**config.mk**
```make
export PLATFORM = sky130hd
export DESIGN_NAME = fifo_word_packer
export DESIGN_NICKNAME = d
export VERILOG_FILES = /design/src/rtl/fifo_pack_pkg.sv /design/src/rtl/pack_byte_assembler.sv /design/src/rtl/fifo_word_packer.sv
export SDC_FILE = /design/constraint.sdc
export NUM_CORES = 1
export LEC_CHECK = 0
export CORE_ASPECT_RATIO = 0.9
export CORE_MARGIN = 2
export CORE_UTILIZATION = 47
export CTS_CLUSTER_SIZE = 25
export DETAILED_ROUTE_END_ITERATION = 12
export GPL_TIMING_DRIVEN = 0
export PLACE_DENSITY = 0.79
export RECOVER_POWER = 50
export REMOVE_ABC_BUFFERS = 1
export SLEW_MARGIN = 20
export SYNTH_ARGS = -nofsm -noshare
export SYNTH_HDL_FRONTEND = slang
export SYNTH_SLANG_ARGS = --single-unit
```
**constraint.sdc**
```tcl
create_clock -name clock -period 2.05 [get_ports clock]
set_input_delay 0.41 -clock clock [delete_from_list [all_inputs] [get_ports clock]]
set_output_delay 0.41 -clock clock [all_outputs]
set_load 0.01 [all_outputs]
```
**src/rtl/fifo_pack_pkg.sv**
```systemverilog
// rtl/fifo_pack_pkg.sv - shared defaults, FSM states and word type for the FIFO word packer
package fifo_pack_pkg;

    localparam int DEF_BYTE_W         = 8;
    localparam int DEF_BYTES_PER_WORD = 4;
    localparam int DEF_WORD_W         = DEF_BYTE_W * DEF_BYTES_PER_WORD;

    typedef enum logic [1:0] {
        ST_FILL  = 2'd0,
        ST_DRAIN = 2'd1,
        ST_OUT   = 2'd2
    } pack_state_t;

    typedef logic [DEF_WORD_W-1:0] word_t;

endpackage

```
**src/rtl/pack_byte_assembler.sv**
```systemverilog
// rtl/pack_byte_assembler.sv - byte lane registers, fill count and keep mask for one output word
module pack_byte_assembler
    import fifo_pack_pkg::*;
#(
    parameter int BYTE_W         = DEF_BYTE_W,
    parameter int BYTES_PER_WORD = DEF_BYTES_PER_WORD,
    localparam int CNT_W         = $clog2(BYTES_PER_WORD + 1)
) (
    input  logic                             clock,
    input  logic                             reset,
    input  logic                             capture,
    input  logic                             clear,
    input  logic [BYTE_W-1:0]                byte_in,
    output logic [CNT_W-1:0]                 cnt,
    output logic [BYTE_W*BYTES_PER_WORD-1:0] word,
    output logic [BYTES_PER_WORD-1:0]        keep
);

    logic [BYTE_W-1:0] lane_q [BYTES_PER_WORD];
    logic [BYTE_W-1:0] lane_d [BYTES_PER_WORD];
    logic [CNT_W-1:0]  cnt_q;
    logic [CNT_W-1:0]  cnt_d;
    logic              accept;

    // Count saturates at a full word; a capture beyond that is dropped rather than wrapping.
    always_comb begin
        accept = capture && (cnt_q < CNT_W'(BYTES_PER_WORD));
        cnt_d  = cnt_q;
        lane_d = lane_q;
        if (clear) begin
            cnt_d = '0;
            for (int i = 0; i < BYTES_PER_WORD; i++) begin
                lane_d[i] = '0;
            end
        end else if (accept) begin
            cnt_d = cnt_q + 1'b1;
            for (int i = 0; i < BYTES_PER_WORD; i++) begin
                if (cnt_q == CNT_W'(i)) begin
                    lane_d[i] = byte_in;
                end
            end
        end
    end

    always_ff @(posedge clock or negedge reset) begin
        if (!reset) begin
            cnt_q <= '0;
            for (int i = 0; i < BYTES_PER_WORD; i++) begin
                lane_q[i] <= '0;
            end
        end else begin
            cnt_q <= cnt_d;
            for (int i = 0; i < BYTES_PER_WORD; i++) begin
                lane_q[i] <= lane_d[i];
            end
        end
    end

    always_comb begin
        word = '0;
        keep = '0;
        for (int i = 0; i < BYTES_PER_WORD; i++) begin
            word[i*BYTE_W +: BYTE_W] = lane_q[i];
            keep[i]                  = (CNT_W'(i) < cnt_q);
        end
    end

    assign cnt = cnt_q;

endmodule

```
**src/rtl/fifo_word_packer.sv**
```systemverilog
// rtl/fifo_word_packer.sv - pops bytes from an 8-bit FIFO and packs them little-endian into words
module fifo_word_packer
    import fifo_pack_pkg::*;
#(
    parameter int BYTE_W         = DEF_BYTE_W,
    parameter int BYTES_PER_WORD = DEF_BYTES_PER_WORD
) (
    input  logic                             clock,
    input  logic                             reset,
    input  logic                             fifo_empty,
    input  logic [BYTE_W-1:0]                data_outp,
    output logic                             read_en,
    input  logic                             flush,
    output logic [BYTE_W*BYTES_PER_WORD-1:0] word_data,
    output logic [BYTES_PER_WORD-1:0]        word_keep,
    output logic                             word_valid,
    input  logic                             word_ready,
    output logic                             busy
);

    localparam int             CNT_W = $clog2(BYTES_PER_WORD + 1);
    localparam logic [CNT_W:0] FULL  = (CNT_W+1)'(BYTES_PER_WORD);

    pack_state_t      state_q, state_d;
    logic             rd_pend_q, rd_pend_d;
    logic             flush_req_q, flush_req_d;
    logic             flush_word_q, flush_word_d;
    logic             flush_req_clr;
    logic             lane_clear;
    logic             handshake;
    logic [CNT_W-1:0] cnt;
    logic [CNT_W:0]   fill_level;

    pack_byte_assembler #(
        .BYTE_W         (BYTE_W),
        .BYTES_PER_WORD (BYTES_PER_WORD)
    ) u_asm (
        .clock   (clock),
        .reset   (reset),
        .capture (rd_pend_q),
        .clear   (lane_clear),
        .byte_in (data_outp),
        .cnt     (cnt),
        .word    (word_data),
        .keep    (word_keep)
    );

    // Bytes already owned by this word, including the one arriving from the FIFO this cycle.
    assign fill_level = {1'b0, cnt} + {{CNT_W{1'b0}}, rd_pend_q};

    always_comb begin
        state_d       = state_q;
        flush_word_d  = flush_word_q;
        flush_req_clr = 1'b0;
        lane_clear    = 1'b0;
        word_valid    = (state_q == ST_OUT);
        handshake     = word_valid && word_ready;
        read_en       = reset && (state_q == ST_FILL) && !fifo_empty && !flush_req_q
                        && (fill_level < FULL);

        case (state_q)
            ST_FILL: begin
                if (fill_level == FULL) begin
                    state_d      = ST_OUT;
                    flush_word_d = 1'b0;
                end else if (flush_req_q) begin
                    if (rd_pend_q) begin
                        state_d = ST_DRAIN;
                    end else if (cnt != '0) begin
                        state_d      = ST_OUT;
                        flush_word_d = 1'b1;
                    end else begin
                        flush_req_clr = 1'b1;
                    end
                end
            end
            ST_DRAIN: begin
                if (!rd_pend_q) begin
                    state_d      = ST_OUT;
                    flush_word_d = 1'b1;
                end
            end
            ST_OUT: begin
                if (handshake) begin
                    lane_clear    = 1'b1;
                    state_d       = ST_FILL;
                    flush_req_clr = flush_word_q;
                    flush_word_d  = 1'b0;
                end
            end
            default: state_d = ST_FILL;
        endcase

        // A pulse arriving while an earlier flush is being retired starts a fresh request.
        flush_req_d = (flush_req_q && !flush_req_clr) || flush;
        rd_pend_d   = read_en;
    end

    always_ff @(posedge clock or negedge reset) begin
        if (!reset) begin
            state_q      <= ST_FILL;
            rd_pend_q    <= 1'b0;
            flush_req_q  <= 1'b0;
            flush_word_q <= 1'b0;
        end else begin
            state_q      <= state_d;
            rd_pend_q    <= rd_pend_d;
            flush_req_q  <= flush_req_d;
            flush_word_q <= flush_word_d;
        end
    end

    assign busy = (cnt != '0) || rd_pend_q || word_valid || flush_req_q;

endmodule

```
==> impl_metrics.yaml, run 1 <==
worst_setup_path:
  reg2regPathDepth: 6
  reg2reg_slack_ps: 110
  endpoint_kind: "primary output"
  critical_path_class: "reg2out"
  reg2reg_to: "u_asm.word[19]"
  critPathSlowestCell: "dfrtp_2"
  cp_cell_sequence: "inv_2, ha_4, nand2b_4, or2_4, or3_1, buf_2"
  crit_arrival_ps: 1730
  endpoint: "busy"
  start_kind: "flip-flop"
  max_stage_delay_ps: 450
  crit_fanout: 4
  r2r_start: "state_q[0]"
  cp.required_ps: 1640
  cp_top_family: "simple AND/OR/NAND/NOR gates"
  cp.depth: 6
  crit_start: "u_asm.cnt[0]"
  critical_path_buf_inv_count: 2
timing:
  hold_violations: 0
  rsz0062_at_grt: "true"
  setup_slack_ps: -86.57
  skew_ps: 5.015
  holdWs_ps: 53.25
  setup_viol: 4
  slew-limit-headroom_pct: 27.65
  fmax_mhz: 468.0
  worst_pin_slew_ps: 1085
  slew_violations: 0
  timing.final.crit_period_ps: 2137
  post-route-period-util_pct: 104.2
pwr:
  p_int_uw: 2572
  p_leak_uw: 0.001216
  combPwrFrac_pct: 48.7
  p_per_area_nw_per_um2: 1493
  netSwitchingFraction_pct: 35.73
  p_seq_share_pct: 32.3
  fin_total_pwr_uw: 4001
  vdd_drop_max_v: 0.0006352
  p_sw_uw: 1430
  clkPwrFrac_pct: 19.0
clock_network:
  clock_latency_ps: 300
  cts_buffer_depth: 2
  clk_pin_slew_worst_paths_ps: 80
  cts_buffers: 5
  ctsRootBufferMaster: "clkbuf_8"
  cts_hold_buf: 0
  cts_tree: "yes"
  htree_levels: 2
  clock_sinks: 40
floorplan:
  die-area_sq_um: 4479
  start_util_pct: 49.52
  die_width_microns: 70.32
  rows: 21
  ios: 52
  fp.coreArea_sq_um: 3757
  dieHeight_microns: 63.69
synthesis:
  ys.flop_type: "dfrtp_1"
  synthTopCellsByArea: "dfrtp_1 (54%), nand2_1 (9.7%), ha_1 (6.1%), o21ai_0 (5.6%), a21oi_1 (3.0%)"
  netlist.area_leader.share_pct: 53.80
  synth_edf_count: 0
  synth_common_cells: "nand2_1 (48), dfrtp_1 (40), o21ai_0 (21)"
  syn_inst: 192
  synth_top_area_cell: "dfrtp_1"
  yosysSeqAreaShare_pct: 53.80
  syn_area_sq_um: 1861
  synthDistinctLibCells: 37
  async_flop_share_pct: 100.0
  synth_seq_cells: 40
  yosysMostFrequentCell: "nand2_1"
  avgSynthCellArea_sq_um: 9.690
  yosysWarnings: 0
layout:
  drive_gt1_share_pct: 16.86
  final_area_sq_um: 2680
  insertedDiodeCount: 0
  fillers: 289
  post-route-util_pct: 71.33
  syn_to_final_growth_pct: 44.05
  fin_nets: 277
placement:
  gp_congestion: 0.8215
  placed_cell_area_sq_um: 2410
  io_buffers: 51
  dp_hpwl_microns: 2940
routing:
  ant_nets: 0
  drtIter0Drc: 92
  dr.pass1.iters: 6
  drc: 0
  routed_via_density: 5.286
  wl_microns: 4421
  wl_per_cell_microns: 14.69
  vias: 1591
min_path:
  holdCritPathClass: "in2async"
run_status:
  violations: "negative setup slack"
  status: "finished, violations left"
global_route:
  track_usage_pct: 21.34
  grt_max_degree: 22
  antenna_found_initial: 0
  grt_pass1_wl_microns: 7341
  overflow: 0
  grt_pass1_vias: 1494
flow_run:
  maxCapViolCount: 0
cell usage in the layout (no fill, tap or decap), types with 5 or more instances in the layout:
cell,count
clkbuf_8,5
dfrtp_1,37
clkdlybuf4s50_1,35
a21oi_1,11
nor2_1,5
dlygate4sd3_1,13
buf_4,12
o21ai_1,6
inv_1,5
nand2_1,48
o21ai_0,21
ha_1,6
nand3_1,8
layout make-up:
class	count	area [sq um]	area share [%]
flip-flops and latches	40	1005	37.49
multi-input cells	137	873.3	32.59
repair buffers	64	589.3	21.99
clock buffers	5	68.82	2.568
clock inverters	2	60.06	2.241
well taps	46	57.56	2.148
inverters	7	26.28	0.9804
worst reg2reg max path, stage by stage (launching register included):
cell,delay [ps]
dfrtp_1,410
inv_1,110
ha_1,240
and2_1,640
a21oi_4,200
nand2_1,130
o21ai_0,90
worst min path at each step:
| stage | startpoint | endpoint | cells after the start |
|---|---|---|---|
| 3_5_place_dp | reset | u_asm.word[26] | 1 |
| 5_1_grt | reset | u_asm.word[10] | 1 |
| 3_3_place_gp | u_asm.word[18] | u_asm.word[18] | 2 |
| 2_1_floorplan | reset | flush_req_q | 0 |
| 4_1_cts | reset | u_asm.word[26] | 1 |
| 6_report | reset | u_asm.word[18] | 1 |
flip-flops by register name, indices dropped and copies added (netlist names):
name / cells
flush_req_q: 1
flush_word_q: 1
rd_pend_q: 1
state_q: 2
u_asm.cnt: 3
u_asm.word: 32
metrics by stage:
stage / cells / setup TNS (ps) / worst slack [ps]
CTS: 298 / -139.3 / -73.85
finish: 301 / -118.7 / -86.57
floorplan: 184 / 0 / 36.96
global placement: 281 / -26870 / -1643
global route: 301 / -677.6 / -148.6
detailed placement: 282 / -10010 / -623.5
power groups by stage:
stage | logic (uW) | registers [uW] | clock network, uW
2_1_floorplan | 773 | 1430 | 0
3_3_place_gp | 1680 | 1320 | 0
3_5_place_dp | 1730 | 1340 | 0
4_1_cts | 1910 | 1290 | 762
5_1_grt | 2140 | 1340 | 790
6_report | 1950 | 1290 | 760
logic make-up after synthesis:
kind of cell | after synthesis | share of synthesized area [%]
xor gates and xnor gates | 1 | 0.4708
adders and majority gates | 9 | 6.053
and+or+nand+nor | 74 | 17.35
buffers and inverters | 15 | 3.632
AOI/OAI and AO/OA | 51 | 17.55
muxes | 2 | 1.143
DFF | 40 | 53.80
layer usage:
layer	share of wire, %	GRT usage [%]	routed length (microns)	vias to the layer above
li1	-	-	-	778
met1	46	29.39	2025	758
met2	47	32.43	2092	46
met3	5.0	4.800	223	9
met4	1.8	9.135	80	0
met5	0	0	0	-
timing repair:
action,4_1_cts,5_1_grt
buffers inserted,9,3
pin swaps,1,1
gates resized for setup,23,6
setup endpoints to repair,21,20
(Power assumes the default switching activity.)
==> run 2: changes to the inputs <==
--- a/config.mk
+++ b/config.mk
@@ -6,7 +6,7 @@
 export NUM_CORES = 1
 export LEC_CHECK = 0
 export CORE_ASPECT_RATIO = 0.9
-export CORE_MARGIN = 2
+export CORE_MARGIN = 4
 export CORE_UTILIZATION = 47
 export CTS_CLUSTER_SIZE = 25
 export DETAILED_ROUTE_END_ITERATION = 12
==> impl_metrics.yaml, run 2 (synthesized netlist as in run 1, its figures left out) <==
global_route:
  overflow: 0
  grt_max_degree: 23
  grt_pass1_wl_microns: 6989
  track_usage_pct: 18.28
  grt_pass1_vias: 1522
  antenna_found_initial: 0
pwr:
  p_per_area_nw_per_um2: 1484
  p_leak_uw: 0.001181
  fin_total_pwr_uw: 3963
  vdd_drop_max_v: 0.0009366
timing:
  hold_violations: 0
  skew_ps: 3.929
  post-route-period-util_pct: 103.6
  fmax_mhz: 470.7
  setup_slack_ps: -74.47
  rsz0062_at_grt: "true"
  worst_pin_slew_ps: 738.5
  timing.final.crit_period_ps: 2124
  holdWs_ps: 74.05
  slew_violations: 0
  slew-limit-headroom_pct: 50.77
  setup_viol: 4
clock_network:
  cts_buffer_depth: 2
  cts_buffers: 5
  clock_latency_ps: 290
  clock_sinks: 40
  cts_tree: "yes"
  ctsRootBufferMaster: "clkbuf_8"
  htree_levels: 2
  cts_hold_buf: 0
  clk_pin_slew_worst_paths_ps: 70
floorplan:
  rows: 21
  dieHeight_microns: 67.69
  start_util_pct: 49.52
  ios: 52
  die-area_sq_um: 5031
  die_width_microns: 74.32
  fp.coreArea_sq_um: 3757
placement:
  dp_hpwl_microns: 2934
  placed_cell_area_sq_um: 2410
  gp_congestion: 0.8660
  io_buffers: 51
  preCtsSetupSlack_ps: -605.6
routing:
  vias: 1541
  dr.pass1.iters: 4
  drtIter0Drc: 122
  routed_via_density: 5.206
  wl_met1_microns: 2000
  wl_microns: 4294
  ant_nets: 0
  routed-wl-met3_microns: 258
  wl_per_cell_microns: 14.51
  drc: 0
  met2_length_microns: 2012
  highest_layer: "met4"
min_path:
  holdCritPathClass: "in2async"
layout:
  syn_to_final_growth_pct: 43.58
  fin_nets: 272
  final_area_sq_um: 2671
  largest_reg_flops: 32
  insertedDiodeCount: 0
  drive_gt1_share_pct: 16.00
  mostFrequentLayoutCells: "nand2_1 (48), clkdlybuf4s50_1 (48), dfrtp_1 (37)"
worst_setup_path:
  r2r_start: "state_q[0]"
  crit_arrival_ps: 1710
  endpoint_kind: "primary output"
  crit_start: "u_asm.cnt[0]"
  crit_fanout: 4
  cp.required_ps: 1640
  critical_path_class: "reg2out"
  start_kind: "flip-flop"
flow_run:
  maxCapViolCount: 0
run_status:
  status: "finished, violations left"
  violations: "negative setup slack"
## run 2: final cells by class
type / count / area, sq um
Fill cell: 287 / 1086
Sequential cell: 40 / 1005
Multi-Input combinational cell: 137 / 875.8
Timing Repair Buffer: 59 / 575.6
Clock buffer: 5 / 68.82
Clock inverter: 2 / 60.06
Tap cell: 46 / 57.56
Inverter: 7 / 28.78
## run 2: repair_timing
action                                  4_1_cts  5_1_grt
setup buffers                                 6        1
pin swaps                                     2        0
gates cloned                                  0        0
gates resized for setup                      24        6
endpoints found under the setup margin       27       18
## run 2: worst paths after layout
kind,endpoint,slack (ps),cells after the start
setup reg to reg,u_asm.word[28],150,6
hold reg to reg,u_asm.word[14],480,2
hold / removal,u_asm.word[10],70,1
min in group clock,u_asm.word[14],480,2
max in group asynchronous,u_asm.cnt[0],1490,2
setup / recovery,busy,-70,6
## run 2: per-stage QoR
stage / setup TNS (ps) / utilization [%] / cells
3_5_place_dp: -9897 / 64.14 / 282
6_report: -134.6 / 71.10 / 296
5_1_grt: -533.3 / 71.10 / 296
4_1_cts: -137.9 / 70.03 / 295
3_3_place_gp: -27620 / 63.54 / 281
2_1_floorplan: 0 / - / 184
## run 2: report_power, final
part	internal (uW)	switching (uW)	leakage, uW	total [uW]
logic	980	933	0.000605	1910
clock network	479	267	0.0000642	746
registers	1100	200	0.000512	1300
total	2560	1400	0.00118	3960
## run 2: worst max-delay path: stages (launching register included)
cell	delay (ps)
dfrtp_2	460
inv_4	90
ha_4	140
nand2b_4	50
or2_4	230
or3_1	310
buf_2	150
## run 2: layer usage
metal / GRT usage (%) / up-vias
met3: 6.101 / 4
met1: 23.43 / 727
met4: 3.333 / 0
met2: 30.53 / 43
li1: - / 767
met5: 0 / -
